File: src/rtl/uart_pkg.sv
// rtl/uart_pkg.sv - shared UART definitions: FSM states, data width, divisor helper
package uart_pkg;

  localparam int DATA_W         = 8;
  localparam int OVERSAMPLE_DEF = 16;

  typedef enum logic [2:0] {
    IDLE   = 3'd0,
    START  = 3'd1,
    DATA   = 3'd2,
    PARITY = 3'd3,
    STOP   = 3'd4
  } uart_state_t;

  // Floor division: clocks per oversample tick.
  function automatic int calc_div(input int clk_hz, input int baud, input int oversample);
    return clk_hz / (baud * oversample);
  endfunction

endpackage

File: src/rtl/uart_rx_tick.sv
// rtl/uart_rx_tick.sv - oversample tick divider with synchronous clear
module uart_rx_tick #(
  parameter int DIV = 27
) (
  input  logic clk,
  input  logic rst,
  input  logic clr,
  output logic tick
);

  localparam int CW = (DIV > 1) ? $clog2(DIV) : 1;
  localparam logic [CW-1:0] LAST = CW'(DIV - 1);

  logic [CW-1:0] count;

  always_ff @(posedge clk or posedge rst) begin
    if (rst) begin
      count <= '0;
    end else if (clr || count == LAST) begin
      count <= '0;
    end else begin
      count <= count + CW'(1);
    end
  end

  // A clear realigns the phase, so suppress any tick coinciding with it.
  assign tick = !clr && (count == LAST);

endmodule

File: src/rtl/uart_rx.sv
// rtl/uart_rx.sv - oversampling UART receiver, 8N1; define UART_RX_PARITY_EN for 8E1
module uart_rx
  import uart_pkg::*;
#(
  parameter int CLK_HZ     = 50_000_000,
  parameter int BAUD       = 115200,
  parameter int OVERSAMPLE = OVERSAMPLE_DEF
) (
  input  logic              clk,
  input  logic              rst,
  input  logic              rx_line,
  output logic [DATA_W-1:0] data_out,
  output logic              data_valid,
  output logic              frame_err,
  output logic              busy
);

  localparam int DIV = calc_div(CLK_HZ, BAUD, OVERSAMPLE);
  localparam int TW  = $clog2(OVERSAMPLE);
  localparam logic [TW-1:0] HALF_LAST = TW'(OVERSAMPLE / 2 - 1);
  localparam logic [TW-1:0] FULL_LAST = TW'(OVERSAMPLE - 1);

  logic              rx_meta;
  logic              rx_s;
  logic              rx_q;
  logic              tick;
  logic              start_edge;
  logic              parity_ok;
  uart_state_t       state;
  logic [TW-1:0]     tick_cnt;
  logic [2:0]        bit_idx;
  logic [DATA_W-1:0] shift;

  always_ff @(posedge clk or posedge rst) begin
    if (rst) begin
      rx_meta <= 1'b1;
      rx_s    <= 1'b1;
      rx_q    <= 1'b1;
    end else begin
      rx_meta <= rx_line;
      rx_s    <= rx_meta;
      rx_q    <= rx_s;
    end
  end

  // Requires a seen 1 before the 0, so a held-low break cannot retrigger.
  assign start_edge = (state == IDLE) && rx_q && !rx_s;

  uart_rx_tick #(.DIV(DIV)) u_tick (
    .clk  (clk),
    .rst  (rst),
    .clr  (start_edge),
    .tick (tick)
  );

`ifdef UART_RX_PARITY_EN
  logic par_bit;
  assign parity_ok = ~(^shift ^ par_bit);
`else
  assign parity_ok = 1'b1;
`endif

  always_ff @(posedge clk or posedge rst) begin
    if (rst) begin
      state      <= IDLE;
      tick_cnt   <= '0;
      bit_idx    <= '0;
      shift      <= '0;
      data_out   <= '0;
      data_valid <= 1'b0;
      frame_err  <= 1'b0;
      busy       <= 1'b0;
`ifdef UART_RX_PARITY_EN
      par_bit    <= 1'b0;
`endif
    end else begin
      data_valid <= 1'b0;
      frame_err  <= 1'b0;
      case (state)
        IDLE: begin
          if (start_edge) begin
            state    <= START;
            tick_cnt <= '0;
            busy     <= 1'b1;
          end
        end
        START: begin
          if (tick) begin
            if (tick_cnt == HALF_LAST) begin
              tick_cnt <= '0;
              bit_idx  <= '0;
              if (rx_s) begin
                state <= IDLE;
                busy  <= 1'b0;
              end else begin
                state <= DATA;
              end
            end else begin
              tick_cnt <= tick_cnt + TW'(1);
            end
          end
        end
        DATA: begin
          if (tick) begin
            if (tick_cnt == FULL_LAST) begin
              shift[bit_idx] <= rx_s;
              tick_cnt       <= '0;
              bit_idx        <= bit_idx + 3'd1;
              if (bit_idx == 3'd7) begin
`ifdef UART_RX_PARITY_EN
                state <= PARITY;
`else
                state <= STOP;
`endif
              end
            end else begin
              tick_cnt <= tick_cnt + TW'(1);
            end
          end
        end
`ifdef UART_RX_PARITY_EN
        PARITY: begin
          if (tick) begin
            if (tick_cnt == FULL_LAST) begin
              par_bit  <= rx_s;
              tick_cnt <= '0;
              state    <= STOP;
            end else begin
              tick_cnt <= tick_cnt + TW'(1);
            end
          end
        end
`endif
        STOP: begin
          if (tick) begin
            if (tick_cnt == FULL_LAST) begin
              tick_cnt <= '0;
              state    <= IDLE;
              busy     <= 1'b0;
              if (rx_s && parity_ok) begin
                data_out   <= shift;
                data_valid <= 1'b1;
              end else begin
                frame_err  <= 1'b1;
              end
            end else begin
              tick_cnt <= tick_cnt + TW'(1);
            end
          end
        end
        default: begin
          state <= IDLE;
          busy  <= 1'b0;
        end
      endcase
    end
  end

endmodule
File: config.mk
export PLATFORM = sky130hd
export DESIGN_NAME = uart_rx
export DESIGN_NICKNAME = d
export VERILOG_FILES = /design/src/rtl/uart_pkg.sv /design/src/rtl/uart_rx_tick.sv /design/src/rtl/uart_rx.sv
export SDC_FILE = /design/constraint.sdc
export NUM_CORES = 1
export LEC_CHECK = 0
export CORE_MARGIN = 8
export CORE_UTILIZATION = 60
export CTS_BUF_LIST = sky130_fd_sc_hd__clkbuf_8
export DETAILED_ROUTE_END_ITERATION = 10
export PLACE_DENSITY = 0.82
export SYNTH_ARGS = -nofsm -noshare
export SYNTH_HDL_FRONTEND = slang
export SYNTH_SLANG_ARGS = --single-unit
File: constraint.sdc
create_clock -name clk -period 2.2 [get_ports clk]
set_input_delay 0.44 -clock clk [delete_from_list [all_inputs] [get_ports clk]]
set_output_delay 0.44 -clock clk [all_outputs]
set_load 0.01 [all_outputs]
==> run_results.csv <==
group,metric,value,unit
status,status,"finished, final reports clean",
floorplan,die_y,70.5,um
global_routing,grt_overflow,0,
worst_hold_path,hp-class,"reg2reg",
cts,path_clk_slew,0.07,ns
sta,clock.fmax,491,MHz
route,ant_nets,0,
cts,cts_tree,"built",
cts,cts_max_path_buffers,2,
setup_path,end_kind,"flip-flop",
route,routed_via_density,5.92,
route,first_pass_iters,4,
yosys,ys_warn_count,0,
yosys,synth_top_area_share,47.7,%
yosys,ys_ff_latch,37,
sta,min_period_over_period,92.6,%
yosys,synthTopCellsByArea,"dfrtp_1, mux2_2, dfstp_2",
sta,period_needed,2.04,ns
yosys,avgSynthCellArea,10.9,um2
yosys,synth.most_common_cell,"dfrtp_1",
sta,rsz0062_at_grt,"no",
floorplan,rows,19,
pwr,vdd_drop_max,0.804,mV
setup_path,required,2.37,ns
yosys,yosysUniqueCellTypes,41,
cells_and_area,fillers,183,
route,drc,0,
setup_path,cp_top_family,"simple AND/OR/NAND/NOR gates",
global_routing,antenna_found_initial,0,
setup_path,worst_setup_path_start_kind,"flip-flop",
sta,final-max-slew-violation-count,0,
yosys,syn_nets,171,
sta,hold_viol,0,
global_routing,grt_max_degree,38,
sta,setup_viol,0,
cells_and_area,areaGrowthSynthToFinish,15.2,%
cts,clk_latency,0.28,ns
yosys,synth_ff_type,"dfrtp_1",
sta,skew,0.00340,ns
cells_and_area,finalNetCount,186,
cells_and_area,register_area,930,um2
global_routing,grt_first_pass_wirelength,5.55,mm
yosys,synth_commonest_cells,"dfrtp_1, mux2_2, nor2_1",
setup_path,path_buf_inv,1,
yosys,syn_area,1780,um2
cells_and_area,final_layout_size_suffix_gt1_share,22.9,%
route,vias,1243,
floorplan,start_util,64.1,%
cts,htree_levels,2,
setup_path,slowest_stage,"dfrtp_1",
yosys,synth_edf_count,0,
floorplan,ios,14,
setup_path,worstSetupPathType,"reg2reg",
setup_path,path_cells,"inv_1, ha_1, and4b_2, and4_4, nor3b_4, nand3_1, mux2_1",
floorplan,core_region_area,2780,um2
yosys,yosys.area.top_type,"dfrtp_1",
route,drtIter0Drc,111,
global_routing,track_usage,13.5,%
flow_run,cap_violations,0,
cells_and_area,multi_input_area,801,um2
place,gp_routability_congestion,0.953,
floorplan,die_x,70.5,um
sta,whs,0.358,ns
place,io_buffers,13,
cts,postCtsSetupBuffers,0,
pwr,leakage,0.000974,uW
cts,cts_made_buffers,5,
pwr,p_per_area,840,nW/um2
place,hpwl,2.17,mm
cells_and_area,diodes,0,
route,wl,3.13,mm
sta,setup_tns,0,ns
yosys,synthArstFlopShare,100,%
setup_path,path_max_fanout,7,
yosys,synthCells,163,
global_routing,grt_pass1_vias,1267,
sta,worst_pin_slew,0.453,ns
floorplan,die-area,4970,um2
sta,slew_headroom,69.8,%
yosys,yosysSeqAreaShare,52.1,%
route,detail_route.wl_per_cell,14.9,um
setup_path,cp.arrival,2.21,ns
cts,root_buffer,"clkbuf_8",
cts,clkSinkCount,37,
setup_path,slowest_delay,0.41,ns
[layer usage]
layer	global-route usage [%]	part of all wire (%)	vias to the layer above
met5	0	0	-
met4	5.91	1.1	0
met3	4.04	4.7	4
met2	22.0	48	33
met1	16.1	46	605
li1	-	-	601
[worst register-to-register path: stages (launching register included)]
cell	delay, ns
dfrtp_1	0.41
inv_1	0.07
ha_1	0.13
and4b_2	0.29
and4_4	0.30
nor3b_4	0.27
nand3_1	0.13
mux2_1	0.33
[report_power, final]
| part | total [uW] | switching, uW | internal, uW |
|---|---|---|---|
| sequential | 902 | 123 | 779 |
| combinational | 335 | 180 | 155 |
| clock | 490 | 237 | 254 |
[metrics by stage]
| step | worst slack [ns] | std cells | total power [uW] | area (um2) | utilization, % |
|---|---|---|---|---|---|
| after detailed placement | 0.0620 | 202 | 1240 | 1940 | 69.8 |
| after floorplan | 0.250 | 163 | 1150 | 1780 | - |
| after global routing | 0.0144 | 210 | 1830 | 2060 | 73.9 |
| final | 0.162 | 210 | 1730 | 2060 | 73.9 |
| after global placement | 0.140 | 202 | 1220 | 1940 | 69.8 |
| after CTS | 0.0434 | 210 | 1740 | 2040 | 73.3 |
[final cells by class]
| cell class | count | share of cell area (%) |
|---|---|---|
| inverter | 8 | 1.46 |
| clock buffer | 6 | 4.02 |
| tap | 31 | 1.89 |
| sequential | 37 | 45.2 |
| timing repair buffer | 17 | 7.79 |
| clock inverter | 2 | 0.670 |
| multi-input combinational | 109 | 39.0 |
[repair_timing]
action                     in CTS  in global routing
hold buffers                    0                  0
gates resized for setup         0                  5
setup endpoints to repair       0                 14
[registers in the layout (all words and copies together) (netlist names)]
signal	flops
tick_cnt	4
busy	1
u_tick.count	5
rx_q	1
shift	8
state	3
data_out	8
data_valid	1
rx_s	1
rx_meta	1
frame_err	1
bit_idx	3
[final timing paths]
kind	depth (start not counted)	slack, ns	end	start
max in group asynchronous	3	1.30	rx_meta	rst
hold reg to reg	0	0.36	rx_s	rx_meta
hold / removal	0	0.36	rx_s	rx_meta
min in group asynchronous	3	0.55	shift[3]	rst
setup / recovery	7	0.16	shift[5]	u_tick.count[0]
setup reg to reg	7	0.16	shift[5]	u_tick.count[0]
[cells in the final DEF (no fill, tap or decap), types with 3 or more instances in the layout]
master	netlist	layout
dfstp_2	3	3
ha_1	5	5
clkbuf_8	0	6
buf_4	1	4
a31oi_1	5	5
nand2_1	11	11
dfrtp_1	34	34
clkdlybuf4s50_1	0	13
nor2_1	15	15
nand3_1	9	8
mux2i_1	4	4
inv_1	8	8
mux2_2	15	15
o21ai_0	5	5
a21oi_1	6	6
[kinds of logic after synthesis]
group	synth area share, %
flip-flops	52.1
multiplexers	12.3
buffers and inverters	4.00
adder cells (fa/ha/maj)	3.51
AO/OA/AOI/OAI	7.50
XOR/XNOR	1.96
AND/OR/NAND/NOR	18.6
(Power assumes the default switching activity.)
